===== src/rtl/rle_row_decoder_pkg.sv =====
// Shared widths, FSM encoding and run record layout for the RLE row decoder.
// Optional statistics port is enabled with RLE_DEC_STATS_EN.
package rle_row_decoder_pkg;

  localparam int ChannelLength = 640;
  localparam int MaxRunLength  = 12;
  localparam int FifoDepth     = 4;

  localparam int CW = $clog2(MaxRunLength);
  localparam int XW = $clog2(ChannelLength);

  typedef enum logic [1:0] {
    IDLE = 2'd0,
    EMIT = 2'd1,
    DONE = 2'd2
  } state_e;

  typedef struct packed {
    logic [7:0]    val;
    logic [CW-1:0] count;
    logic [XW-1:0] start_x;
  } rec_t;

  // One past the last x of a run, one bit wider so it never wraps.
  function automatic logic [XW:0] run_end(rec_t r);
    return {1'b0, r.start_x} + (XW+1)'(r.count);
  endfunction

endpackage


===== src/rtl/rle_row_decoder_fifo.sv =====
// Small synchronous FIFO holding pending run records.
// A push while full is dropped even if a pop happens in the same cycle.
module rle_run_fifo
  import rle_row_decoder_pkg::*;
#(
  parameter int Depth = FifoDepth
) (
  input  logic clk,
  input  logic rst,
  input  logic push,
  input  logic pop,
  input  rec_t din,
  output logic full,
  output logic empty,
  output rec_t head
);

  localparam int AW = $clog2(Depth);

  logic [AW:0] wr_q, wr_d;
  logic [AW:0] rd_q, rd_d;
  rec_t        mem_q [Depth];
  rec_t        mem_d [Depth];
  logic        do_push;
  logic        do_pop;

  // Pointer arithmetic and storage write
  always_comb begin
    empty   = (wr_q == rd_q);
    full    = (wr_q[AW-1:0] == rd_q[AW-1:0])
           && (wr_q[AW] != rd_q[AW]);
    do_push = push && !full;
    do_pop  = pop && !empty;
    head    = mem_q[rd_q[AW-1:0]];
    wr_d    = do_push ? wr_q + 1'b1 : wr_q;
    rd_d    = do_pop  ? rd_q + 1'b1 : rd_q;
    mem_d   = mem_q;
    if (do_push) mem_d[wr_q[AW-1:0]] = din;
  end

  // Pointer and storage registers
  always_ff @(posedge clk) begin
    if (rst) begin
      wr_q <= '0;
      rd_q <= '0;
    end else begin
      wr_q <= wr_d;
      rd_q <= rd_d;
    end
    mem_q <= mem_d;
  end

endmodule


===== src/rtl/rle_row_decoder.sv =====
// Rebuilds one video row from queued (value, count, start_x) run records.
// Define RLE_DEC_STATS_EN to add o_run_px, the run-pixel count of the last row.
module rle_row_decoder
  import rle_row_decoder_pkg::*;
(
  input  logic          CLK,
  input  logic          RST,
  input  logic          i_valid,
  input  logic [7:0]    i_val,
  input  logic [CW-1:0] i_count,
  input  logic [XW-1:0] i_start_x,
  output logic          o_full,
  input  logic          i_row_start,
  input  logic [7:0]    i_prev_val,
  input  logic          i_pix_ready,
  output logic          o_pix_valid,
  output logic [7:0]    o_pix,
  output logic [XW-1:0] o_x,
  output logic          o_row_done
`ifdef RLE_DEC_STATS_EN
  ,
  output logic [XW:0]   o_run_px
`endif
);

  state_e        state_q, state_d;
  logic [XW-1:0] x_q, x_d;
  rec_t          din;
  rec_t          head;
  logic          empty;
  logic          pop;
  logic [XW:0]   head_end;
  logic [XW:0]   x_ext;
  logic          stale;
  logic          covers;
  logic          last_x;
  logic          accept;

  assign din = '{val: i_val, count: i_count, start_x: i_start_x};

  rle_run_fifo u_fifo (
    .clk   (CLK),
    .rst   (RST),
    .push  (i_valid),
    .pop   (pop),
    .din   (din),
    .full  (o_full),
    .empty (empty),
    .head  (head)
  );

  // Coverage compare, output mux and head retirement
  always_comb begin
    head_end    = run_end(head);
    x_ext       = {1'b0, x_q};
    last_x      = (x_q == XW'(ChannelLength - 1));
    stale       = (state_q == EMIT) && !empty
               && (head.count == '0 || head_end <= x_ext);
    covers      = !empty && head.count != '0
               && x_ext >= {1'b0, head.start_x}
               && x_ext < head_end;
    o_pix_valid = (state_q == EMIT) && !stale;
    accept      = o_pix_valid && i_pix_ready;
    o_pix       = '0;
    if (o_pix_valid) o_pix = covers ? head.val : i_prev_val;
    pop         = stale
               || (accept && covers
                   && (x_ext == head_end - (XW+1)'(1) || last_x));
    o_x         = x_q;
    o_row_done  = (state_q == DONE);
  end

  // Row FSM and x counter
  always_comb begin
    state_d = state_q;
    x_d     = x_q;
    unique case (state_q)
      IDLE: begin
        if (i_row_start) begin
          state_d = EMIT;
          x_d     = '0;
        end
      end
      EMIT: begin
        if (accept) begin
          if (last_x) begin
            state_d = DONE;
            x_d     = '0;
          end else begin
            x_d = x_q + 1'b1;
          end
        end
      end
      DONE:    state_d = IDLE;
      default: state_d = IDLE;
    endcase
  end

  // State and x registers
  always_ff @(posedge CLK) begin
    if (RST) begin
      state_q <= IDLE;
      x_q     <= '0;
    end else begin
      state_q <= state_d;
      x_q     <= x_d;
    end
  end

`ifdef RLE_DEC_STATS_EN
  logic [XW:0] run_cnt_q, run_cnt_d;
  logic [XW:0] run_px_q, run_px_d;

  // Count run-sourced pixels, publish at row end
  always_comb begin
    run_cnt_d = run_cnt_q;
    run_px_d  = run_px_q;
    if (state_q == IDLE && i_row_start) run_cnt_d = '0;
    else if (accept && covers) run_cnt_d = run_cnt_q + 1'b1;
    if (state_q == DONE) run_px_d = run_cnt_q;
  end

  // Statistics registers
  always_ff @(posedge CLK) begin
    if (RST) begin
      run_cnt_q <= '0;
      run_px_q  <= '0;
    end else begin
      run_cnt_q <= run_cnt_d;
      run_px_q  <= run_px_d;
    end
  end

  assign o_run_px = run_px_q;
`endif

endmodule


===== config.mk =====
export PLATFORM = sky130hd
export DESIGN_NAME = rle_row_decoder
export DESIGN_NICKNAME = d
export VERILOG_FILES = /design/src/rtl/rle_row_decoder_pkg.sv /design/src/rtl/rle_row_decoder_fifo.sv /design/src/rtl/rle_row_decoder.sv
export SDC_FILE = /design/constraint.sdc
export NUM_CORES = 1
export LEC_CHECK = 0
export ABC_AREA = 1
export CORE_MARGIN = 3
export CORE_UTILIZATION = 35
export CTS_BUF_LIST = sky130_fd_sc_hd__clkbuf_8
export DETAILED_ROUTE_END_ITERATION = 12
export PLACE_DENSITY = 0.54
export REMOVE_ABC_BUFFERS = 1
export SLEW_MARGIN = 20
export SYNTH_ARGS = -nofsm -noshare
export SYNTH_HDL_FRONTEND = slang
export SYNTH_HIERARCHICAL = 1
export SYNTH_SLANG_ARGS = --single-unit

===== constraint.sdc =====
create_clock -name CLK -period 6.7 [get_ports CLK]
set_input_delay 0.67 -clock CLK [delete_from_list [all_inputs] [get_ports CLK]]
set_output_delay 0.67 -clock CLK [all_outputs]
set_load 0.01 [all_outputs]

==> impl_metrics.csv <==
group,metric,value,unit
run_status,status,"finished, final reports clean",
logic_synthesis,ys_seq_area_share,52.4,%
worst_setup_path,crit_type,"reg2out",
min_path,whs_path_depth,3,
global_routing,grt_pass1_vias,4440,
worst_setup_path,cp-end-kind,"output port",
power,powerDensity,232,mW/mm2
logic_synthesis,synth_area,0.00573,mm2
floorplanning,die_area,0.0179,mm2
power,power.internal,1.05,mW
clocking,cts_tree,"yes",
floorplanning,fp.coreArea,0.0159,mm2
logic_synthesis,synth_seq_cells,106,
worst_setup_path,startpoint_type,"flip-flop",
layout,nFillCells,1576,
worst_setup_path,crit_arrival,5.41,ns
routing,drtIter0Drc,247,
logic_synthesis,synth_top_area_share,46.1,%
timing,max_slew_margin,56.3,%
clocking,cts_buffers,9,
logic_synthesis,synthTopCellsByCount,"125 x nand2_1, 104 x nor2_1, 88 x edfxtp_1",
clocking,cts_max_level,3,
floorplanning,ios,56,
min_path,hold_end,"state_q[0]",
routing,drtAntennaViolNets,0,
min_path,hp-class,"reg2reg",
layout,fin_nets,767,
routing,vias_per_cell,4.92,
clocking,insertion_delay,0.39,ns
worst_setup_path,cp_max_fo,31,
routing,post-route-drc-count,0,
power,p_leak,2.69,nW
placed_design,buffer_ports.inserted,55,
routing,route.top_layer_used,"met4",
power,pwr-share-clk,23.7,%
worst_setup_path,rrSetupSlack,1.57,ns
logic_synthesis,synth_area_leader_cell,"edfxtp_1",
layout,seqCellArea,0.00300,mm2
global_routing,antenna_found_initial,0,
routing,wl_met1,6700,um
routing,drt-pass1-iter-count,4,
floorplanning,die_w,134,um
clocking,cts_buffer_depth,2,
timing,setup-tns-final,0,ns
clocking,root_buffer,"clkbuf_8",
placed_design,place_congestion,0.829,
timing,maxClockFrequency,164,MHz
clocking,cts.sinks,106,
layout,multi_input_area,0.00241,mm2
logic_synthesis,yosysUniqueCellTypes,37,
logic_synthesis,synthArstFlopShare,0,%
logic_synthesis,synth_most_common_cell,"nand2_1",
clocking,postCtsResizedCells,0,
min_path,min-delay-start,"state_q[0]",
timing,clock_skew,0.0191,ns
placed_design,dp_slack,0.849,ns
clocking,post_cts_buffers,0,
timing,drv_slew,0,
power,power_frac_comb,26.3,%
global_routing,grt_overflow,0,
timing,fin_crit_sh,90.8,%
clocking,clk_pin_slew_worst_paths,0.10,ns
layout,antenna_cells,0,
logic_synthesis,yosys_warnings,6,
clocking,hold_buffers,0,
global_routing,grt_use_total,15.9,%
placed_design,dpl.hpwl,9810,um
logic_synthesis,synth.avg_cell_area,8.87,um2
routing,routed_wl,13900,um
logic_synthesis,syn_inst,646,
power,switchingPower,0.510,mW
timing,finalHoldViolCount,0,
routing,met3_length,448,um
timing,setup_viol,0,
timing,period_minus_slack,6.08,ns
power,p_total,1.56,mW
worst_setup_path,reg2reg_from,"u_fifo/rd_q[0]",
layout,fin_util,42.2,%
floorplanning,initial_core_util,35.9,%
floorplanning,die_h,134,um
global_routing,grt_pass1_wl,22600,um
power,ir_drop,0.141,mV
worst_setup_path,worstPathRequired,6.03,ns
layout,layout-drive-gt1-share,6.35,%
power,power_frac_seq,50.0,%
worst_setup_path,r2r_cells,28,
logic_synthesis,synthFlopType,"edfxtp_1",
logic_synthesis,synthTopCellsByArea,"edfxtp_1 46%, nand2_1 8.2%, nor2_1 6.8%",
timing,setup_ws,0.618,ns
layout,area_growth,17.3,%
global_routing,grt_start_max_net_pins,32,
floorplanning,core.rowCount,46,
worst_setup_path,reg2reg_to,"u_fifo/rd_q[2]",
logic_synthesis,synth_edf_count,88,
routing,detailroute.via_count,4552,
timing,hold_ws,0.542,ns
timing,worst_pin_slew,0.650,ns
timing,rsz0062_at_grt,"false",
routing,detail_route.wl_per_cell,15.1,um
power,switching_share,32.8,%
run,drv_cap,0,
routing,dr_wl_met2,6570,um
[stage by stage]
stage               cells  instance area (um2)
floorplan             630                 5650
global placement      908                 6540
detailed placement    908                 6540
CTS                   924                 6710
global route          925                 6720
finish                925                 6720
[critical path, stage by stage (launching register included)]
cell and delay (ns):
dfxtp_1 0.33, buf_4 0.22, inv_2 0.41, o21ai_0 0.15
o22ai_1 0.20, ha_1 0.23, inv_1 0.06, fa_1 0.41
inv_1 0.07, nand3_1 0.07, nand2_2 0.13, xor2_1 0.35
ha_1 0.33, nand2_1 0.06, inv_1 0.04, nand2_1 0.06
nand2_1 0.05, nand4_1 0.08, nand2_1 0.06, nand2_1 0.09
nand4_1 0.41, clkinv_1 0.37, nand2_1 0.08, a21oi_1 0.16
clkdlybuf4s50_1 0.57
[cell type report]
class | count | share of cell area, %
inverters | 66 | 3.70
multi-input cells | 458 | 35.9
clock inverters | 7 | 0.782
clock buffers | 9 | 1.84
repair buffers | 63 | 9.08
flip-flops and latches | 106 | 44.7
well taps | 216 | 4.02
[worst max path at each step]
stage	startpoint	endpoint	depth (start not counted)
floorplan	u_fifo/rd_q[0]	o_pix[0]	22
global placement	u_fifo/rd_q[1]	o_pix[7]	23
detailed placement	u_fifo/rd_q[1]	o_pix[2]	23
CTS	u_fifo/rd_q[1]	o_pix[2]	23
global route	u_fifo/rd_q[0]	o_pix[2]	24
finish	u_fifo/rd_q[0]	o_pix[2]	24
[cell usage in the layout (no fill, tap or decap), drive strengths merged, types with 8 or more instances in the layout]
cell type      instances
nor2                 106
a21oi                 33
clkbuf                10
dfxtp                 18
nand3                 51
clkdlybuf4s50         55
ha                    27
xor2                   8
o21ai                 50
o22ai                 22
nand2                131
edfxtp                88
inv                   68
nand4                  8
[flip-flops by register name (all words and copies together) (netlist names)]
| name | count |
|---|---|
| u_fifo/rd_q | 3 |
| o_x | 10 |
| u_fifo/mem_q | 88 |
| state_q | 2 |
| u_fifo/wr_q | 3 |
[routing by layer]
metal  vias to the layer above  track usage, %
met2                        75            26.6
li1                       2314               -
met1                      2150            21.4
met4                         0            4.40
met3                        13            2.89
met5                         -               0
[power groups by stage]
stage                     logic, mW  registers [mW]  clock network (mW)
after floorplan               0.275           0.788                   0
after global placement        0.401           0.792                   0
after detailed placement      0.409           0.793                   0
after CTS                     0.411           0.778               0.388
after global routing          0.467           0.782               0.414
final                         0.409           0.778               0.370
[cells by family (layout without fill, tap and decap cells)]
| family | after synthesis | after routing | share of synthesized area (%) |
|---|---|---|---|
| AND/OR/NAND/NOR | 308 | 308 | 23.2 |
| flip-flops | 106 | 106 | 52.4 |
| buffers and inverters | 82 | 145 | 5.66 |
| AO/OA/AOI/OAI | 110 | 110 | 10.5 |
| adder cells (fa/ha/maj) | 28 | 28 | 6.25 |
| XOR/XNOR | 12 | 12 | 1.97 |
Note: power is estimated with default switching activity, not from simulation.
